### src/rtl/input_controller.sv
// rtl/input_controller.sv - router input port: flit FIFO plus route/request/forward FSM
// The header flit's low bits pick the output port; packets to nonexistent ports are drained.
module input_controller #(
  parameter int NUMBER_CHANNELS = 5,
  parameter int DATA_WIDTH      = 32,
  parameter int FIFO_DEPTH      = 8,
  parameter int DEST_WIDTH      = 3
) (
  input  logic                         clk,
  input  logic                         rst,
  input  logic [DATA_WIDTH-1:0]        in_data,
  input  logic                         in_valid,
  input  logic                         in_eop,
  output logic                         in_ready,
  output logic [NUMBER_CHANNELS-1:0]   req_channel,
  input  logic [NUMBER_CHANNELS-1:0]   gnt_channel,
  output logic [DATA_WIDTH-1:0]        out_data,
  output logic                         out_valid,
  output logic                         out_eop,
  input  logic                         out_ack,
  output logic [$clog2(FIFO_DEPTH):0]  fifo_count,
  output logic                         err_drop
);
  localparam int AW = $clog2(FIFO_DEPTH);
  localparam int CW = AW + 1;

  typedef enum logic [1:0] {S_IDLE, S_REQ, S_XFER, S_DROP} state_t;

  state_t                  state_q, state_d;
  logic [DATA_WIDTH:0]     mem_q [FIFO_DEPTH];
  logic [DATA_WIDTH:0]     mem_d [FIFO_DEPTH];
  logic [AW-1:0]           wr_ptr_q, wr_ptr_d;
  logic [AW-1:0]           rd_ptr_q, rd_ptr_d;
  logic [CW-1:0]           count_q, count_d;
  logic [DEST_WIDTH-1:0]   dest_q, dest_d;

  logic                       push;
  logic                       pop;
  logic                       not_empty;
  logic                       head_eop;
  logic [DATA_WIDTH-1:0]      head_data;
  logic [DEST_WIDTH-1:0]      head_dest;
  logic [NUMBER_CHANNELS-1:0] req_vec;
  logic                       granted;

  assign head_data = mem_q[rd_ptr_q][DATA_WIDTH-1:0];
  assign head_eop  = mem_q[rd_ptr_q][DATA_WIDTH];
  assign head_dest = head_data[DEST_WIDTH-1:0];

  always_comb begin
    not_empty   = (count_q != '0);
    in_ready    = !rst && (count_q != CW'(FIFO_DEPTH));
    push        = in_valid && in_ready;
    req_vec     = NUMBER_CHANNELS'(1) << dest_q;
    granted     = |(gnt_channel & req_vec);
    state_d     = state_q;
    dest_d      = dest_q;
    req_channel = '0;
    out_valid   = 1'b0;
    pop         = 1'b0;
    err_drop    = 1'b0;

    case (state_q)
      S_IDLE: begin
        if (not_empty) begin
          dest_d  = head_dest;
          state_d = (32'(head_dest) < NUMBER_CHANNELS) ? S_REQ : S_DROP;
        end
      end
      S_REQ: begin
        req_channel = req_vec;
        if (granted) state_d = S_XFER;
      end
      S_XFER: begin
        // A dropped grant just stalls the head flit; nothing is popped until it returns.
        req_channel = req_vec;
        out_valid   = granted && not_empty;
        pop         = out_valid && out_ack;
        if (pop && head_eop) state_d = S_IDLE;
      end
      S_DROP: begin
        pop = not_empty;
        if (pop && head_eop) begin
          err_drop = 1'b1;
          state_d  = S_IDLE;
        end
      end
      default: state_d = S_IDLE;
    endcase

    if (rst) begin
      req_channel = '0;
      out_valid   = 1'b0;
      pop         = 1'b0;
      err_drop    = 1'b0;
    end

    out_eop    = out_valid && head_eop;
    out_data   = (rst || !not_empty) ? '0 : head_data;
    fifo_count = rst ? '0 : count_q;

    wr_ptr_d = wr_ptr_q + AW'(push);
    rd_ptr_d = rd_ptr_q + AW'(pop);
    count_d  = count_q + CW'(push) - CW'(pop);
    mem_d    = mem_q;
    if (push) mem_d[wr_ptr_q] = {in_eop, in_data};
  end

  always_ff @(posedge clk) begin
    if (rst) begin
      state_q  <= S_IDLE;
      wr_ptr_q <= '0;
      rd_ptr_q <= '0;
      count_q  <= '0;
      dest_q   <= '0;
    end else begin
      state_q  <= state_d;
      wr_ptr_q <= wr_ptr_d;
      rd_ptr_q <= rd_ptr_d;
      count_q  <= count_d;
      dest_q   <= dest_d;
    end
  end

  always_ff @(posedge clk) begin
    mem_q <= mem_d;
  end
endmodule

### config.mk
export PLATFORM = sky130hd
export DESIGN_NAME = input_controller
export DESIGN_NICKNAME = d
export VERILOG_FILES = /design/src/rtl/input_controller.sv
export SDC_FILE = /design/constraint.sdc
export NUM_CORES = 1
export LEC_CHECK = 0
export CAP_MARGIN = 20
export CORE_MARGIN = 5
export CORE_UTILIZATION = 50
export DETAILED_ROUTE_END_ITERATION = 10
export PLACE_DENSITY = 0.7
export SKIP_LAST_GASP = 1
export SYNTH_ARGS = -nofsm -noshare
export SYNTH_HDL_FRONTEND = slang
export SYNTH_SLANG_ARGS = --single-unit
export TNS_END_PERCENT = 5
### constraint.sdc
create_clock -name clk -period 6.8 [get_ports clk]
set_clock_uncertainty 0.2 [all_clocks]
set_input_delay 0.68 -clock clk [delete_from_list [all_inputs] [get_ports clk]]
set_output_delay 0.68 -clock clk [all_outputs]
set_load 0.05 [all_outputs]
Word-level counts from Yosys, hierarchy flattened

Cells that the tools add are included.

Add/subtract/negate cells: 4
Order comparisons: 4
Equal/unequal tests: 8
Shift operators: 1
Multiplexer cells: 23
Bitwise gates (word level): 3
Reductions and logical operators: 17

Operator list:

| cell                  | number |
|---|---|
| $bwmux W264           | 1 |
| $bmux W33 S3          | 1 |
| $demux W33 S3         | 1 |
| $mux W33              | 3 |
| $mux W32              | 1 |
| $mux W2               | 5 |
| $mux W5               | 2 |
| $ge A4 B4 Y1 const B  | 2 |
| $logic_and A1 B1 Y1   | 8 |
| $ne A2 B2 Y1 const B  | 4 |
| $not A3 Y4            | 2 |
| $pmux W2 S4           | 1 |
| $add A3 B1 Y3         | 2 |
| $mux W1               | 6 |
| $and A5 B5 Y5         | 1 |
| $reduce_or A5 Y1      | 1 |
| $shl A1 B3 Y5 const A | 1 |
| $add A4 B1 Y4         | 1 |
| $eq A2 B2 Y1 const B  | 2 |
| $lt A4 B1 Y1 const B  | 1 |
| $mux W4               | 1 |
| $ne A4 B4 Y1 const B  | 1 |
| $reduce_and A4 Y1     | 1 |
| $reduce_bool A4 Y1    | 1 |
| 9 further kinds       | 10 |

Register bits: 279
Bits of input ports: 42
Output and inout bits: 45
Logic and storage cells: 73

Logic depth before layout (Yosys ltp)

Gate-level depths: netlist of run 1.

Depth after elaboration: 8
Mapped depth: 12
Gate-level depth less buffers: 12

Least setup slack after synthesis of run 1

OpenSTA, ideal clock, no wires.

Path type: input -> register
Start point: input port rst
End point: register mem_q[231] in the netlist's numbering, enable pin
Data arrival time: 5.151 ns
Data required time: 6.093 ns
Setup slack: 0.942 ns
Cell stages on the path: 4
Buffers on the path: 1
Cell sequence: clkbuf_1 -> a21oi_1 -> nand2_1 -> nor4_1

Word-level cells in the longest chain between the ends: 3

Ends and longest elaborated chain:

| what                 | RTL line | RTL |
|---|---|---|
| start, declared      | 10       | `input logic rst,` |
| $logic_not A1 Y1     | 52       | `in_ready = !rst && (count_q != CW'(FIFO_DEPTH));` |
| $logic_and A1 B1 Y1  | 52       |  |
| via in_ready         | 14       | `output logic in_ready,` |
| $logic_and A1 B1 Y1  | 53       | `push = in_valid && in_ready;` |
| end signal, assigned | 126      | `mem_q <= mem_d;` |
| end, declared        | 30       | `logic [DATA_WIDTH:0] mem_q [FIFO_DEPTH];` |

The timed path passes the listed nets, and every way through them passes these cells.
A chain may end at the register's enable or synchronous reset.

Worst setup path in the final report of run 1

Start point: register rd_ptr_q[0]
End point: output port out_data[23]

Word-level cells in the longest chain between the ends: 5

Ends and longest elaborated chain:

| what                             | RTL line | RTL |
|---|---|---|
| start, declared                  | 33       | `logic [AW-1:0] rd_ptr_q, rd_ptr_d;` |
| start signal, assigned           | 119      | `rd_ptr_q <= rd_ptr_d;` |
| $not A3 Y4 (implied by the code) | 46       | `assign head_data = mem_q[rd_ptr_q][DATA_WIDTH-1:0];` |
| $bmux W33 S3                     | 46       |  |
| $mux W33 (2 in a row)            | n/a      |  |
| $mux W32                         | 99       | `out_data = (rst \|\| !not_empty) ? '0 : head_data;` |
| end, declared                    | 17       | `output logic [DATA_WIDTH-1:0] out_data,` |

Every way passes these cells. The select of a mux whose other input is x is not followed.

==> impl_metrics.ini, run 1 <==
[status]
run_status = completed

[sta]
setup-violations-final = 0
slew_violations = 0
fmax_mhz = 222.7
grt_setup_unrepaired = no
finalWorstSetupSlack_ns = 2.309
layout_worst_path_cycle_share_pct = 66.04
timing.final.hold_violations = 0
worst_max_slew_margin_expressed_relative_to_the_limit_pct = 29.26
tightestPinTransition_ns = 1.061
tns_ns = 0
fin_crit_period_ns = 4.491

[worst_setup_path]
arrival_ns = 3.61
regToRegEndpoint = count_q[2]
ff2ff_setup_slack_ns = 3.87
critical_path.endpoint_type = primary output
timing.critical_path.required_ns = 5.92
maximum_net_fanout_on_the_critical_path = 37
worst_setup_sp_type = flop
reg2reg_depth = 12
timing.critical_path.from = rd_ptr_q[0]
timing.rr.start = dest_q[1]
timing.setup.critical_path_class = flop to primary output

[synthesis]
area_contributors_post_synth = edfxtp_1 72%, mux4_2 13%, mux2i_1 3.2%
synth_area_per_cell_sq_um = 20.23
synth.largest_area_cell = edfxtp_1
synth.yosys.warnings = 0
synth.most_common_cell = edfxtp_1
number_of_flops_mapped_to_enable_cells_by_yosys = 264
netlist_top_cells_count = 264 x edfxtp_1, 66 x mux4_2, 57 x nor2_1
synthesis.nets = 603
post-synth-top-area-fraction_pct = 71.89
postSynthRegisterBits = 279
seq_area_frac_synth_pct = 74.62
ys.flop_type = edfxtp_1
synth_async_sr_flop_share_pct = 0
syn_area_sq_um = 11030
unique_cell_type_count_in_the_yosys_netlist = 37
syn_inst = 545

[worst_hold_path]
hold-path-endpoint = state_q[0]
whs_path_depth = 2
holdCritPathClass = flop to flop
timing.hold.worst.start = state_q[0]

[cells_and_area]
fillCellCount = 1559
final_layout_size_suffix_gt1_share_pct = 20.21
syn_to_final_growth_pct = 19.38
final_cell_count_no_fill = 948
antenna-diode-count = 0
num-nets-final = 705

[drt]
detail_route.wl_per_cell_um = 22.32
routed-via-count = 5357
detail_route.vias_per_cell = 5.651
first_iter_violations = 315
number_of_antenna_violating_nets_in_the_routed_design = 0
drt_pass_1_iters = 4
route.detailed.drc = 0
wirelength_um = 21160

[clock_network]
tritoncts = done
largest_buffer_count_on_any_clock_path = 3
tritoncts.num_buffers = 28
clkSlewWorstSetupHoldPaths_ns = 0.06
htreeDepth = 1
worstSkewPairLatency_ns = 0.53
hold_buffers = 0
post_cts_resize_count = 0
cts.root.buffer_cell = clkbuf_16
cts.sink_count = 279
post-cts-setup-buffer-count = 0

[power]
combPwrFrac_pct = 14.9
power.net_switching_w = 0.001017
power_frac_clock_pct = 36.6
seq_power_share_pct = 48.5
max-vdd-ir-drop_v = 0.0002642
netSwitchingFraction_pct = 25.12
power.density_cell_area_nw_per_um2 = 307.6
p_leak_nw = 4.103
cell_internal_pwr_w = 0.003032
fin_total_pwr_w = 0.004049

[placed_design]
globalplace.congestion = 0.8001
port_buffers = 86
place_ws_ns = 2.373
dp_hpwl_um = 11410
placedCellCount = 897

[floorplanning]
top_level_ports = 87
dieHeight_um = 158.5
die_ar_sq_um = 25120
initial_cell_density_of_the_core_pct = 50.68
rows = 54
floorplan.core_area_sq_um = 21760
die_x_um = 158.5

[global_routing]
grt_pass1_wl_um = 32940
grt_util_all_layers_pct = 17.37
grt_antenna_before_repair = 0
grt_start_max_net_pins = 67
global_route.overflow_total = 0
grt_pass1_vias = 5672

[job]
cap_violations = 0
stage by stage:
step / instance area [sq um] / util [%] / hold WS (ns)
floorplan: 11030 / - / 0.2815
global placement: 12260 / 56.34 / 0.2982
detailed placement: 12260 / 56.34 / 0.3115
CTS: 13160 / 60.51 / 0.3313
global route: 13160 / 60.51 / 0.3547
finish: 13160 / 60.51 / 0.3262
worst max-delay path, stage by stage (launching register included):
cell,delay (ns)
dfxtp_4,0.84
buf_4,0.61
mux4_2,0.57
mux2i_1,0.24
nor2_1,0.07
clkdlybuf4s50_1,0.74
metal layers:
layer / part of all wire (%) / GRT usage (%)
met4: 1.7 / 4.224
met3: 5.5 / 2.718
met5: 0 / 0
met1: 42 / 23.86
met2: 51 / 29.67
power groups by stage:
stage               combinational [W]  sequential (W)  clock [W]
floorplan                    0.000418         0.00199          0
global placement             0.000592         0.00200          0
detailed placement           0.000608         0.00200          0
CTS                          0.000612         0.00196    0.00152
global route                 0.000649         0.00197    0.00160
finish                       0.000604         0.00196    0.00148
cells in the final DEF, fill, tap and decap left out, types with 2 or more instances in the layout:
| master | count |
|---|---|
| a211oi_1 | 2 |
| clkbuf_1 | 6 |
| nor2_4 | 3 |
| xnor2_1 | 3 |
| clkbuf_16 | 29 |
| or3b_2 | 2 |
| nor2_1 | 54 |
| dfxtp_1 | 12 |
| dfxtp_4 | 2 |
| clkinv_1 | 3 |
| nor3_1 | 2 |
| nand2_1 | 8 |
| nand2b_1 | 6 |
| ha_1 | 15 |
| nor2b_1 | 6 |
| clkdlybuf4s50_1 | 86 |
| a21oi_1 | 6 |
| nor3_2 | 4 |
| mux4_2 | 66 |
| edfxtp_1 | 264 |
| inv_1 | 12 |
| buf_4 | 10 |
| clkinv_2 | 4 |
| clkbuf_8 | 5 |
| mux2i_1 | 35 |
registers in the layout (all words and copies together), names as in the netlist:
name      flops
rd_ptr_q      3
wr_ptr_q      3
mem_q       264
state_q       2
dest_q        3
count_q       4
worst max-delay path by stage:
| stage | slack (ns) | to | cells past startpoint |
|---|---|---|---|
| final | 2.31 | out_data[23] | 5 |
| after global routing | 1.98 | out_data[23] | 5 |
| after CTS | 2.15 | out_data[23] | 5 |
| after detailed placement | 2.37 | out_data[26] | 4 |
| after global placement | 2.51 | out_data[3] | 4 |
| after floorplan | 0.94 | mem_q[231] | 4 |
area by class of cell:
| type | instances | area, sq um | area share [%] |
|---|---|---|---|
| clock inverters | 11 | 88.84 | 0.6748 |
| repair buffers | 96 | 935.9 | 7.110 |
| well taps | 280 | 350.3 | 2.661 |
| multi-input cells | 230 | 2690 | 20.44 |
| clock buffers | 40 | 817.0 | 6.207 |
| inverters | 12 | 45.04 | 0.3422 |
| flip-flops and latches | 279 | 8237 | 62.57 |
kinds of logic (layout without fill, tap and decap cells):
kind of cell | count (synthesis) | after routing | synth area share [%]
AOI/OAI and AO/OA | 14 | 14 | 0.9305
xor gates and xnor gates | 4 | 4 | 0.3178
adders and majority gates | 16 | 16 | 1.884
buffers and inverters | 36 | 159 | 1.452
DFF | 279 | 279 | 74.62
muxes | 103 | 103 | 16.96
and+or+nand+nor | 93 | 93 | 3.835
(Power assumes the default switching activity.)
==> run 2: changes to the inputs <==
PLACE_DENSITY = 0.73   (was 0.7)
clock period = 3.7 ns   (was 6.8 ns; I/O delays follow)
==> run 2 against run 1 <==
- die area is the same
- sequential power grew 84%
- clock power grew 81%
- cell count grew 0.32%
- highest routed layer unchanged
- register-to-register slack lost 3.0 ns
- largest power group unchanged
- sequential share of layout area shrank 1.5 points
- sequential cell count is the same
- first-iteration DRC count grew 17%
- design area grew 2.4%
- count of clock-buffer cells in the layout shrank 9
- combinational power grew 110%
- via count is essentially flat
==> impl_metrics.ini, run 2 (same netlist as run 1, synthesis figures left out) <==
[clock_network]
hold_buffers = 0
post-cts-setup-buffer-count = 0
largest_buffer_count_on_any_clock_path = 3
clkSlewWorstSetupHoldPaths_ns = 0.06
tritoncts.num_buffers = 27
worstSkewPairLatency_ns = 0.53
htreeDepth = 1
post_cts_resize_count = 0
tritoncts = done
cts.root.buffer_cell = clkbuf_16
cts.sink_count = 279

[worst_setup_path]
critical-path-slowest-cell = clkdlybuf4s50_1
timing.setup.critical_path_class = flop to primary output
timing.critical_path.required_ns = 3.13
cp_cell_sequence = inv_1 -> ha_1 -> or3b_2 -> nor3_1 -> clkdlybuf4s50_1
arrival_ns = 2.80
max_stage_delay_ns = 0.83
maximum_net_fanout_on_the_critical_path = 4
critical_path.endpoint_type = primary output
worst_setup_sp_type = flop
reg2reg_depth = 11

[cells_and_area]
final_cell_count_no_fill = 951
most-common-layout-cells = 264 x edfxtp_1, 66 x mux4_2, 54 x nor2_1
fillCellCount = 1508
syn_to_final_growth_pct = 22.23
largest_register_ffs = 264
antenna-diode-count = 0
multiInputGateArea_sq_um = 2705
final_layout_size_suffix_gt1_share_pct = 25.63
layout.cells.most_common = edfxtp_1
num-nets-final = 712
top_register = mem_q
register_area_sq_um = 8237
reg.largest.list = mem_q: 264 flops, count_q: 4 flops

[floorplanning]
die_x_um = 158.5
dieHeight_um = 158.5
die_ar_sq_um = 25120
floorplan.core_area_sq_um = 21760
initial_cell_density_of_the_core_pct = 50.68
top_level_ports = 87
rows = 54

[power]
combPwrFrac_pct = 17.0
max-vdd-ir-drop_v = 0.0004404
seq_power_share_pct = 47.6
power.net_switching_w = 0.001877
p_leak_nw = 4.274
cell_internal_pwr_w = 0.005695
power.density_cell_area_nw_per_um2 = 561.8
power_frac_clock_pct = 35.4
fin_total_pwr_w = 0.007572
netSwitchingFraction_pct = 24.79

[global_routing]
grt_start_max_net_pins = 42
grt_pass1_wl_um = 33220
grt_util_all_layers_pct = 17.47
grt_pass1_vias = 5791
grt_antenna_before_repair = 0
global_route.overflow_total = 0

[drt]
route.detailed.drc = 0
first_iter_violations = 368
detail_route.wl_per_cell_um = 22.29
number_of_antenna_violating_nets_in_the_routed_design = 0
detail_route.vias_per_cell = 5.634
routed-via-count = 5358
drt_pass_1_iters = 5
wirelength_um = 21200

[sta]
grt_setup_unrepaired = no
tightestPinTransition_ns = 0.6822
slew_violations = 0
fin_crit_period_ns = 3.371
layout_worst_path_cycle_share_pct = 91.11
fin_hold_ws_ns = 0.3235
fmax_mhz = 296.6
timing.final.hold_violations = 0
worst_max_slew_margin_expressed_relative_to_the_limit_pct = 54.52
setup-violations-final = 0

[placed_design]
dp_hpwl_um = 12350
placedCellCount = 905
globalplace.congestion = 0.8229
port_buffers = 86

[worst_hold_path]
holdCritPathClass = flop to flop
whs_path_depth = 2

[job]
cap_violations = 0

[status]
run_status = completed
==> run 2: cell count changes in the layout (fill, tap and decap cells not counted), sizes merged <==
cell           before  now
buf                10   51
clkdlybuf4s50      86   53
clkbuf             40   31
bufinv              1    4
clkinv              8   10
clkinvlp            1    0
==> run 2: final cells by class <==
cell class / count / share of cell area (%)
clock buffers: 31 / 5.124
clock inverters: 15 / 1.290
inverters: 12 / 0.3342
multi-input cells: 230 / 20.07
flip-flops and latches: 279 / 61.11
well taps: 280 / 2.599
repair buffers: 104 / 9.469
==> run 2: power groups by stage <==
| stage | Combinational, W | Clock [W] | Sequential (W) |
|---|---|---|---|
| after floorplan | 0.000769 | 0 | 0.00365 |
| after global placement | 0.00127 | 0 | 0.00366 |
| after detailed placement | 0.00129 | 0 | 0.00367 |
| after CTS | 0.00130 | 0.00274 | 0.00360 |
| after global routing | 0.00137 | 0.00290 | 0.00361 |
| final | 0.00129 | 0.00268 | 0.00360 |
==> run 2: critical path, delay by kind of cell, from the launching register on <==
family        cells  cell delay [ns]
flops             1             0.40
simple gates      2             0.63
fa+ha+maj         1             0.32
buf+inv           2             0.93
==> run 2: path summary, 6_finish.rpt <==
kind / end / from / slack, ns
setup reg to reg: count_q[3] / dest_q[0] / 0.85
hold / removal: state_q[1] / state_q[1] / 0.32
setup / recovery: req_channel[0] / state_q[0] / 0.33
hold reg to reg: state_q[1] / state_q[1] / 0.32
==> run 2: metal layers <==
metal  global-route usage [%]  wire length, um
met5                        0                0
met1                    24.06             8730
met4                    3.574              318
met2                    29.67            10750
met3                    3.289             1399
==> run 2: through the flow <==
stage | TNS (ns) | worst slack (ns) | instance area (sq um) | util (%)
floorplan | -141.42 | -0.9919 | 11040 | -
global placement | 0 | 0.5439 | 12610 | 57.98
detailed placement | 0 | 0.4413 | 12610 | 57.98
CTS | 0 | 0.3025 | 13480 | 61.95
global route | 0 | 0.1949 | 13480 | 61.95
finish | 0 | 0.3288 | 13480 | 61.95
